File: config.mk
export PLATFORM = sky130hd
export DESIGN_NAME = wb_arbiter_2m_flat
export DESIGN_NICKNAME = d
export VERILOG_FILES = /design/src/rtl/wb_pkg.sv /design/src/rtl/wb_arbiter_2m_if.sv /design/src/rtl/wb_arbiter_2m_watchdog.sv /design/src/rtl/wb_arbiter_2m.sv /design/src/flat_wrapper.sv
export SDC_FILE = /design/constraint.sdc
export NUM_CORES = 1
export LEC_CHECK = 0
export BUFFER_PORTS_ARGS = -buffer_cell sky130_fd_sc_hd__buf_2
export CORE_AREA = 2 2 54 56
export CTS_CLUSTER_SIZE = 12
export DETAILED_ROUTE_END_ITERATION = 7
export DIE_AREA = 0 0 56 58
export PLACE_DENSITY_LB_ADDON = 0.15
export SLEW_MARGIN = 10
export SYNTH_ARGS = -nofsm -noshare
export SYNTH_HDL_FRONTEND = slang
export SYNTH_SLANG_ARGS = --single-unit
File: constraint.sdc
create_clock -name clk_i -period 2.64 [get_ports clk_i]
set_clock_uncertainty 0.2 [all_clocks]
set_input_delay 0.792 -clock clk_i [delete_from_list [all_inputs] [get_ports clk_i]]
set_output_delay 0.792 -clock clk_i [all_outputs]
set_load 0.05 [all_outputs]
File: src/rtl/wb_pkg.sv
// Shared types and default widths for the two-master Wishbone arbiter.
package wb_pkg;

  localparam int WB_ADR_WIDTH = 23;
  localparam int WB_DAT_WIDTH = 8;

  typedef enum logic [1:0] {
    ST_IDLE = 2'd0,
    ST_GNT0 = 2'd1,
    ST_GNT1 = 2'd2
  } arb_state_t;

  typedef struct packed {
    logic                    cyc;
    logic                    stb;
    logic                    we;
    logic [WB_ADR_WIDTH-1:0] adr;
    logic [WB_DAT_WIDTH-1:0] dat;
  } wb_m2s_t;

endpackage

File: src/rtl/wb_arbiter_2m_if.sv
// Wishbone classic point-to-point bundle; dat_w flows master->slave, dat_r slave->master.
interface wb_arbiter_2m_if import wb_pkg::*; #(
  parameter int ADR_WIDTH = WB_ADR_WIDTH,
  parameter int DAT_WIDTH = WB_DAT_WIDTH
) ();

  logic                 cyc;
  logic                 stb;
  logic                 we;
  logic [ADR_WIDTH-1:0] adr;
  logic [DAT_WIDTH-1:0] dat_w;
  logic [DAT_WIDTH-1:0] dat_r;
  logic                 ack;
  logic                 err;
  logic                 rty;

  modport master (
    output cyc, stb, we, adr, dat_w,
    input  dat_r, ack, err, rty
  );

  modport slave (
    input  cyc, stb, we, adr, dat_w,
    output dat_r, ack, err, rty
  );

endinterface

File: src/rtl/wb_arbiter_2m_watchdog.sv
// Stall watchdog: counts unterminated strobed cycles and raises a sticky abort at the limit.
module wb_watchdog #(
  parameter int TIMEOUT_CYCLES = 255
) (
  input  logic clk_i,
  input  logic rst_ni,
  input  logic busy,
  input  logic term,
  input  logic state_chg,
  output logic timeout,
  output logic abort
);

  localparam int CntW = $clog2(TIMEOUT_CYCLES + 1);
  localparam logic [CntW-1:0] Limit = CntW'(TIMEOUT_CYCLES);

  logic [CntW-1:0] cnt_q;
  logic            abort_q;

  assign timeout = (cnt_q == Limit);
  assign abort   = abort_q | timeout;

  // The timeout cycle itself clears the counter so err is a single-cycle pulse.
  always_ff @(posedge clk_i or negedge rst_ni) begin
    if (!rst_ni) begin
      cnt_q   <= '0;
      abort_q <= 1'b0;
    end else begin
      if (term || state_chg || timeout) begin
        cnt_q <= '0;
      end else if (busy) begin
        cnt_q <= cnt_q + 1'b1;
      end
      if (state_chg) begin
        abort_q <= 1'b0;
      end else if (timeout) begin
        abort_q <= 1'b1;
      end
    end
  end

endmodule

File: src/rtl/wb_arbiter_2m.sv
// Round-robin arbiter giving two Wishbone masters a shared slave with zero-dead-cycle handover.
// Optional stall watchdog is compiled in with `define WB_ARB_WATCHDOG_EN.
module wb_arbiter_2m import wb_pkg::*; #(
  parameter int ADR_WIDTH      = WB_ADR_WIDTH,
  parameter int DAT_WIDTH      = WB_DAT_WIDTH,
  parameter int TIMEOUT_CYCLES = 255
) (
  input  logic                   clk_i,
  input  logic                   rst_ni,
  wb_arbiter_2m_if.slave         m0,
  wb_arbiter_2m_if.slave         m1,
  wb_arbiter_2m_if.master        s,
  output logic [1:0]             gnt_o
);

  if (TIMEOUT_CYCLES < 2) begin : g_bad_timeout
    $error("wb_arbiter_2m: TIMEOUT_CYCLES must be at least 2");
  end

  arb_state_t state_q, state_d;
  logic       last_q;

  logic                 sel_cyc;
  logic                 sel_stb;
  logic                 sel_we;
  logic [ADR_WIDTH-1:0] sel_adr;
  logic [DAT_WIDTH-1:0] sel_dat;

  logic abort;
  logic wd_timeout;

  // last_q tracks the most recent owner so a tie from idle goes to the other master.
  always_ff @(posedge clk_i or negedge rst_ni) begin
    if (!rst_ni) begin
      state_q <= ST_IDLE;
      last_q  <= 1'b1;
    end else begin
      state_q <= state_d;
      if (state_d == ST_GNT0) begin
        last_q <= 1'b0;
      end else if (state_d == ST_GNT1) begin
        last_q <= 1'b1;
      end
    end
  end

  always_comb begin
    state_d = state_q;
    gnt_o   = 2'b00;
    unique case (state_q)
      ST_IDLE: begin
        if (m0.cyc && m1.cyc) begin
          state_d = last_q ? ST_GNT0 : ST_GNT1;
        end else if (m0.cyc) begin
          state_d = ST_GNT0;
        end else if (m1.cyc) begin
          state_d = ST_GNT1;
        end
      end
      ST_GNT0: begin
        gnt_o = 2'b01;
        if (!m0.cyc) begin
          state_d = m1.cyc ? ST_GNT1 : ST_IDLE;
        end
      end
      ST_GNT1: begin
        gnt_o = 2'b10;
        if (!m1.cyc) begin
          state_d = m0.cyc ? ST_GNT0 : ST_IDLE;
        end
      end
      default: state_d = ST_IDLE;
    endcase
  end

  always_comb begin
    sel_cyc = 1'b0;
    sel_stb = 1'b0;
    sel_we  = 1'b0;
    sel_adr = '0;
    sel_dat = '0;
    if (gnt_o[0]) begin
      sel_cyc = m0.cyc;
      sel_stb = m0.stb;
      sel_we  = m0.we;
      sel_adr = m0.adr;
      sel_dat = m0.dat_w;
    end else if (gnt_o[1]) begin
      sel_cyc = m1.cyc;
      sel_stb = m1.stb;
      sel_we  = m1.we;
      sel_adr = m1.adr;
      sel_dat = m1.dat_w;
    end
  end

`ifdef WB_ARB_WATCHDOG_EN
  wb_watchdog #(
    .TIMEOUT_CYCLES(TIMEOUT_CYCLES)
  ) u_watchdog (
    .clk_i    (clk_i),
    .rst_ni   (rst_ni),
    .busy     (s.cyc & s.stb),
    .term     (s.ack | s.err | s.rty),
    .state_chg(state_d != state_q),
    .timeout  (wd_timeout),
    .abort    (abort)
  );
`else
  assign wd_timeout = 1'b0;
  assign abort      = 1'b0;
`endif

  assign s.cyc   = sel_cyc & ~abort;
  assign s.stb   = sel_stb & ~abort;
  assign s.we    = sel_we;
  assign s.adr   = sel_adr;
  assign s.dat_w = sel_dat;

  // Read data is broadcast; terminations reach only the current owner.
  assign m0.dat_r = s.dat_r;
  assign m1.dat_r = s.dat_r;

  assign m0.ack = gnt_o[0] & s.ack & ~abort;
  assign m0.err = gnt_o[0] & (s.err | wd_timeout);
  assign m0.rty = gnt_o[0] & s.rty;
  assign m1.ack = gnt_o[1] & s.ack & ~abort;
  assign m1.err = gnt_o[1] & (s.err | wd_timeout);
  assign m1.rty = gnt_o[1] & s.rty;

endmodule

File: src/flat_wrapper.sv
// flat-port wrapper written by rule: the top's interface ports become plain ports
module wb_arbiter_2m_flat import wb_pkg::*;
#(
  parameter int ADR_WIDTH      = WB_ADR_WIDTH,
  parameter int DAT_WIDTH      = WB_DAT_WIDTH,
  parameter int TIMEOUT_CYCLES = 255
)
  (clk_i, rst_ni, gnt_o, m0_cyc, m0_stb, m0_we, m0_adr, m0_dat_w, m0_dat_r, m0_ack, m0_err, m0_rty, m1_cyc, m1_stb, m1_we, m1_adr, m1_dat_w, m1_dat_r, m1_ack, m1_err, m1_rty, s_cyc, s_stb, s_we, s_adr, s_dat_w, s_dat_r, s_ack, s_err, s_rty);
  wb_arbiter_2m_if #(.ADR_WIDTH(ADR_WIDTH), .DAT_WIDTH(DAT_WIDTH)) m0_i ();
  wb_arbiter_2m_if #(.ADR_WIDTH(ADR_WIDTH), .DAT_WIDTH(DAT_WIDTH)) m1_i ();
  wb_arbiter_2m_if #(.ADR_WIDTH(ADR_WIDTH), .DAT_WIDTH(DAT_WIDTH)) s_i ();
  input  logic clk_i;
  input  logic rst_ni;
  output logic [1:0] gnt_o;
  input wire logic [$bits(m0_i.cyc)-1:0] m0_cyc;
  input wire logic [$bits(m0_i.stb)-1:0] m0_stb;
  input wire logic [$bits(m0_i.we)-1:0] m0_we;
  input wire logic [$bits(m0_i.adr)-1:0] m0_adr;
  input wire logic [$bits(m0_i.dat_w)-1:0] m0_dat_w;
  output wire logic [$bits(m0_i.dat_r)-1:0] m0_dat_r;
  output wire logic [$bits(m0_i.ack)-1:0] m0_ack;
  output wire logic [$bits(m0_i.err)-1:0] m0_err;
  output wire logic [$bits(m0_i.rty)-1:0] m0_rty;
  input wire logic [$bits(m1_i.cyc)-1:0] m1_cyc;
  input wire logic [$bits(m1_i.stb)-1:0] m1_stb;
  input wire logic [$bits(m1_i.we)-1:0] m1_we;
  input wire logic [$bits(m1_i.adr)-1:0] m1_adr;
  input wire logic [$bits(m1_i.dat_w)-1:0] m1_dat_w;
  output wire logic [$bits(m1_i.dat_r)-1:0] m1_dat_r;
  output wire logic [$bits(m1_i.ack)-1:0] m1_ack;
  output wire logic [$bits(m1_i.err)-1:0] m1_err;
  output wire logic [$bits(m1_i.rty)-1:0] m1_rty;
  output wire logic [$bits(s_i.cyc)-1:0] s_cyc;
  output wire logic [$bits(s_i.stb)-1:0] s_stb;
  output wire logic [$bits(s_i.we)-1:0] s_we;
  output wire logic [$bits(s_i.adr)-1:0] s_adr;
  output wire logic [$bits(s_i.dat_w)-1:0] s_dat_w;
  input wire logic [$bits(s_i.dat_r)-1:0] s_dat_r;
  input wire logic [$bits(s_i.ack)-1:0] s_ack;
  input wire logic [$bits(s_i.err)-1:0] s_err;
  input wire logic [$bits(s_i.rty)-1:0] s_rty;
  assign m0_i.cyc = m0_cyc;
  assign m0_i.stb = m0_stb;
  assign m0_i.we = m0_we;
  assign m0_i.adr = m0_adr;
  assign m0_i.dat_w = m0_dat_w;
  assign m0_dat_r = m0_i.dat_r;
  assign m0_ack = m0_i.ack;
  assign m0_err = m0_i.err;
  assign m0_rty = m0_i.rty;
  assign m1_i.cyc = m1_cyc;
  assign m1_i.stb = m1_stb;
  assign m1_i.we = m1_we;
  assign m1_i.adr = m1_adr;
  assign m1_i.dat_w = m1_dat_w;
  assign m1_dat_r = m1_i.dat_r;
  assign m1_ack = m1_i.ack;
  assign m1_err = m1_i.err;
  assign m1_rty = m1_i.rty;
  assign s_cyc = s_i.cyc;
  assign s_stb = s_i.stb;
  assign s_we = s_i.we;
  assign s_adr = s_i.adr;
  assign s_dat_w = s_i.dat_w;
  assign s_i.dat_r = s_dat_r;
  assign s_i.ack = s_ack;
  assign s_i.err = s_err;
  assign s_i.rty = s_rty;
  wb_arbiter_2m #(.ADR_WIDTH(ADR_WIDTH), .DAT_WIDTH(DAT_WIDTH), .TIMEOUT_CYCLES(TIMEOUT_CYCLES)) u_core (.clk_i(clk_i), .rst_ni(rst_ni), .m0(m0_i), .m1(m1_i), .s(s_i), .gnt_o(gnt_o));
endmodule
# Word-level counts from Yosys, hierarchy flattened
# Cells that the tools add are included.
classes:
  n_addsub: 0
  multipliers: 0
  div: 0
  n_lt_le_gt_ge: 0
  n_eq_ne: 4
  n_shift: 0
  mux: 22
  bitwise_logic: 6
  reduce_logical: 3
op_table:
  columns: ["op", "count"]
  rows:
  - ["23-bit two-way mux", 2]
  - ["8-bit two-way mux", 2]
  - ["2-bit two-way mux", 7]
  - ["1-bit two-way mux", 9]
  - ["1-bit bitwise AND", 6]
  - ["2-bit case mux with 3 select lines", 1]
  - ["2-bit by 1-bit equality test with 1-bit output (second input constant)", 2]
  - ["2-bit equality test (second input constant)", 2]
  - ["2-bit case mux with 2 select lines", 1]
  - ["2-bit logical NOT", 1]
  - ["2-bit nonzero test", 1]
  - ["1-bit logical AND", 1]
totals:
  reg_bits: 3
  latch_bits: 0
  mem_bits_rw: 0
  romBits: 0
  input_bits: 81
  output_inout_bits: 58
  n_memories: 0

# Depth between registers and ports, before layout
depth:
  depth_word: 7
  ltp_mapped: 4
  ltp_nobuf: 4

# Worst setup path before layout
# Ideal clock, no wire load.
synth_path:
  path_type: "register to output"
  startpoint: "register u_core.state_q[0]"
  endpoint: "output s_dat_w[1]"
  t_arrival_ns: 1.334
  setup_slack_ns: 0.314
  path_stages_with_launch: 5
  path_buffers: 2
  path_cell_list: "dfrtp_1 -> nor2b_2 -> buf_6 -> buf_6 -> a22o_1"
synth_via:
  word_cells_on_any_way: 5
  cone_classes: "eq/ne (2); mux (3)"
synth_lines:
  columns: ["item", "line", "source"]
  rows:
  - ["start, declared", "wb_arbiter_2m.sv:20", "arb_state_t state_q, state_d;"]
  - ["start signal, assigned", "wb_arbiter_2m.sv:38", "state_q <= state_d;"]
  - ["2-bit equality test / 2-bit by 1-bit equality test with 1-bit output (equally long branches)", "wb_arbiter_2m.sv:50", "unique case (state_q)"]
  - ["2-bit case mux with 2 select lines *", "wb_arbiter_2m.sv:50", null]
  - ["named net gnt_o[0]", "flat_wrapper.sv:14", "output logic [1:0] gnt_o;"]
  - ["8-bit two-way mux *", "wb_arbiter_2m.sv:82", "if (gnt_o[0]) begin"]
  - ["end, declared", "flat_wrapper.sv:37", "output wire logic [$bits(s_i.dat_w)-1:0] s_dat_w;"]
# Mark *: on every way through the listed nets, which the timed path passes. The rest lies on a longest branch.

# Final worst setup path
layout_path:
  startpoint: "register u_core.state_q[0]"
  endpoint: "output s_dat_w[0]"
layout_via:
  elab_chain_cells: 4
  word_cells_on_any_way: 5
  cone_classes: "eq/ne (2); mux (3)"
layout_rtl:
  columns: ["item", "line", "source"]
  rows:
  - ["2-bit equality test / 2-bit by 1-bit equality test with 1-bit output (equally long branches)", "wb_arbiter_2m.sv:50", null]
  - ["2-bit case mux with 2 select lines *", "wb_arbiter_2m.sv:50", null]
  - ["8-bit two-way mux", "wb_arbiter_2m.sv:88", "end else if (gnt_o[1]) begin"]
  - ["8-bit two-way mux *", "wb_arbiter_2m.sv:82", null]
# Every way passes the cells marked *; elsewhere a longest branch is shown, timed or not.

==> results.py <==
metrics = {
    "timing": {
        "finalSetupViolCount": 0,
        "relSlewSlack_pct": 82.69,
        "fin_crit_sh_pct": 94.20,
        "hold_viol": 0,
        "timing.fmax_mhz": 402.1,
        "rsz0062_at_grt": "false",
        "period_minus_slack_ns": 2.487,
        "drv_slew": 0,
        "finalSetupTns_ns": 0,
        "tightestPinTransition_ns": 0.2615,
    },
    "setup_path": {
        "arrival_ns": 1.49,
        "crit_chain": "nor2b_2 > buf_4 > a22o_1 > buf_2",
        "worst-path-buf-inv": 2,
        "cp_max_fo": 21,
        "slowest_stage": "dfrtp_1",
        "reg2regPathDepth": 4,
        "r2r-start": "u_core.state_q[0]",
        "cp.required_ns": 1.65,
        "crit_family": "buffers and inverters",
        "setup.worst_path.class": "reg -> out",
        "max_stage_delay_ns": 0.40,
        "start_kind": "register",
        "r2r_end": "u_core.last_q",
        "worst_setup_path_end_kind": "output port",
        "reg2reg_slack_ns": 1.04,
    },
    "global_route": {
        "antenna_found_initial": 0,
        "grt_pass1_vias": 873,
        "grt_max_degree": 22,
        "overflow": 0,
        "grt_pass1_wl_mm": 3.974,
        "track_usage_pct": 14.57,
    },
    "detailed_routing": {
        "drc": 0,
        "vias": 976,
        "first_pass_iters": 4,
        "drt_iter0_drc": 42,
        "wl_mm": 2.642,
        "wl_per_cell_um": 12.64,
        "ant_nets": 0,
        "via_per_inst": 4.670,
    },
    "cts": {
        "htreeDepth": 1,
        "clkTransAtPathRegs_ns": 0.04,
        "clockBufferDepth": 2,
        "cts_made_buffers": 3,
        "cts_tree": "yes",
        "clock_latency_ns": 0.23,
        "ctsHoldBuffers": 0,
        "cts_resized": 0,
        "clock_sinks": 3,
        "cts_post_setup_buffers_inserted": 0,
        "cts-root-buf": "clkbuf_4",
    },
    "cells_and_area": {
        "fin_nets": 261,
        "final_cell_count_no_fill": 209,
        "multi_input_area_um2": 429.2,
        "layout_commonest_cell": "buf_2",
        "drive_above_1_share_pct": 70.22,
        "areaGrowthSynthToFinish_pct": 67.98,
        "antenna_cells": 0,
        "seqCellArea_um2": 76.32,
        "fill_cells": 294,
        "final_cell_mix": "buf_2 (114), a22o_1 (35), and2_1 (6), buf_4 (4), clkbuf_4 (3)",
        "finalInstanceArea_mm2": 0.001175,
    },
    "synthesis": {
        "seq_area_frac_synth_pct": 10.91,
        "netlist_instances": 80,
        "synth_warnings": 0,
        "ys_ff_latch": 3,
        "syn_avg_cell_area_um2": 8.743,
        "synth.distinct_cells": 17,
        "synth_fp_nets": 162,
        "netlist_area_um2": 699.4,
    },
    "placed_design": {
        "dp_cells": 205,
        "hpwlAfterDp_mm": 2.224,
        "place_congestion": 0.6934,
        "io_buffers": 114,
        "place_area_mm2": 0.001149,
    },
    "die": {
        "coreArea_mm2": 0.002663,
        "die-area_mm2": 0.003248,
        "die_x_um": 56,
        "io_pins": 139,
        "std_cell_rows": 19,
        "initial_utilization_pct": 26.27,
        "dieHeight_um": 58,
    },
    "power": {
        "ir_drop_uv": 501.8,
        "power.density_mw_per_mm2": 1013,
        "power_leakage_nw": 0.7518,
    },
    "run": {
        "drv_cap": 0,
    },
    "min_path": {
        "hp-class": "in -> async",
    },
    "run_status": {
        "outcome": "completed",
    },
}
[sequential cells by signal (all words and copies together) (netlist names)]
| name | flops |
|---|---|
| u_core.last_q | 1 |
| u_core.state_q | 2 |
[cell usage after synthesis, drive strengths merged]
cell	instances	share of area [%]
a22o	35	44
a22oi	1	1.1
and2	6	5.4
buf	24	27
dfrtp	2	7.2
dfstp	1	3.8
ha	1	1.8
inv	1	0.54
mux2i	1	1.4
nand2b	1	0.90
nor2	2	1.1
nor2b	3	3.4
o21a	1	1.1
o21ba	1	1.4
[report_power, final]
group	internal (mW)	leakage [nW]	switching, mW
Sequential	0.0646	0.0356	0.0147
Clock	0.0566	0.0150	0.0226
Combinational	0.290	0.701	0.741
Total	0.412	0.752	0.779
[routing by layer]
layer	global-route usage (%)	vias up	share of wire (%)
li1	-	486	-
met1	16.73	439	36
met2	27.56	49	55
met3	2.902	2	8.4
met4	3.741	0	0.45
met5	0	-	0
[final cells by class]
| class | instances | share of cell area, % |
|---|---|---|
| Timing Repair Buffer | 118 | 51.12 |
| Clock buffer | 4 | 2.236 |
| Inverter | 1 | 0.3195 |
| Sequential cell | 3 | 6.496 |
| Tap cell | 31 | 3.301 |
| Multi-Input combinational cell | 52 | 36.53 |
[worst register-to-register path, stage by stage, from the launching register on]
cell	delay (ns)
dfrtp_1	0.41
o21ba_2	0.22
o21a_1	0.20
ha_1	0.30
mux2i_1	0.18
[kinds of logic (layout without fill, tap and decap cells)]
| logic type | count (synthesis) | in the layout | synth area share (%) |
|---|---|---|---|
| compound gates | 38 | 38 | 47.41 |
| buf+inv | 25 | 123 | 27.73 |
| simple gates | 12 | 12 | 10.74 |
| flops | 3 | 3 | 10.91 |
| fa+ha+maj | 1 | 1 | 1.789 |
| mux | 1 | 1 | 1.431 |
[worst max-delay path by stage]
stage,from,endpoint,slack (ns),cells after the start
final,u_core.state_q[0],s_dat_w[0],0.15,4
after global routing,u_core.state_q[0],s_dat_w[5],0.04,4
after CTS,u_core.state_q[0],s_dat_w[0],0.12,4
after detailed placement,m1_cyc,s_cyc,0.33,3
after global placement,m1_cyc,s_cyc,0.33,3
after floorplan,u_core.state_q[0],s_dat_w[1],0.31,4
[per-stage QoR]
step	total power [mW]	util [%]	setup slack, ns	hold slack [ns]
final	1.190	44.13	0.1531	0.1476
after global routing	1.251	44.13	0.04471	0.1391
after CTS	1.201	44.13	0.1189	0.1405
after detailed placement	1.118	43.14	0.3318	0.2843
after global placement	1.112	43.14	0.3333	0.2861
after floorplan	0.9816	-	0.3144	0.2554
No activity file was read; power rests on OpenSTA's default activity.
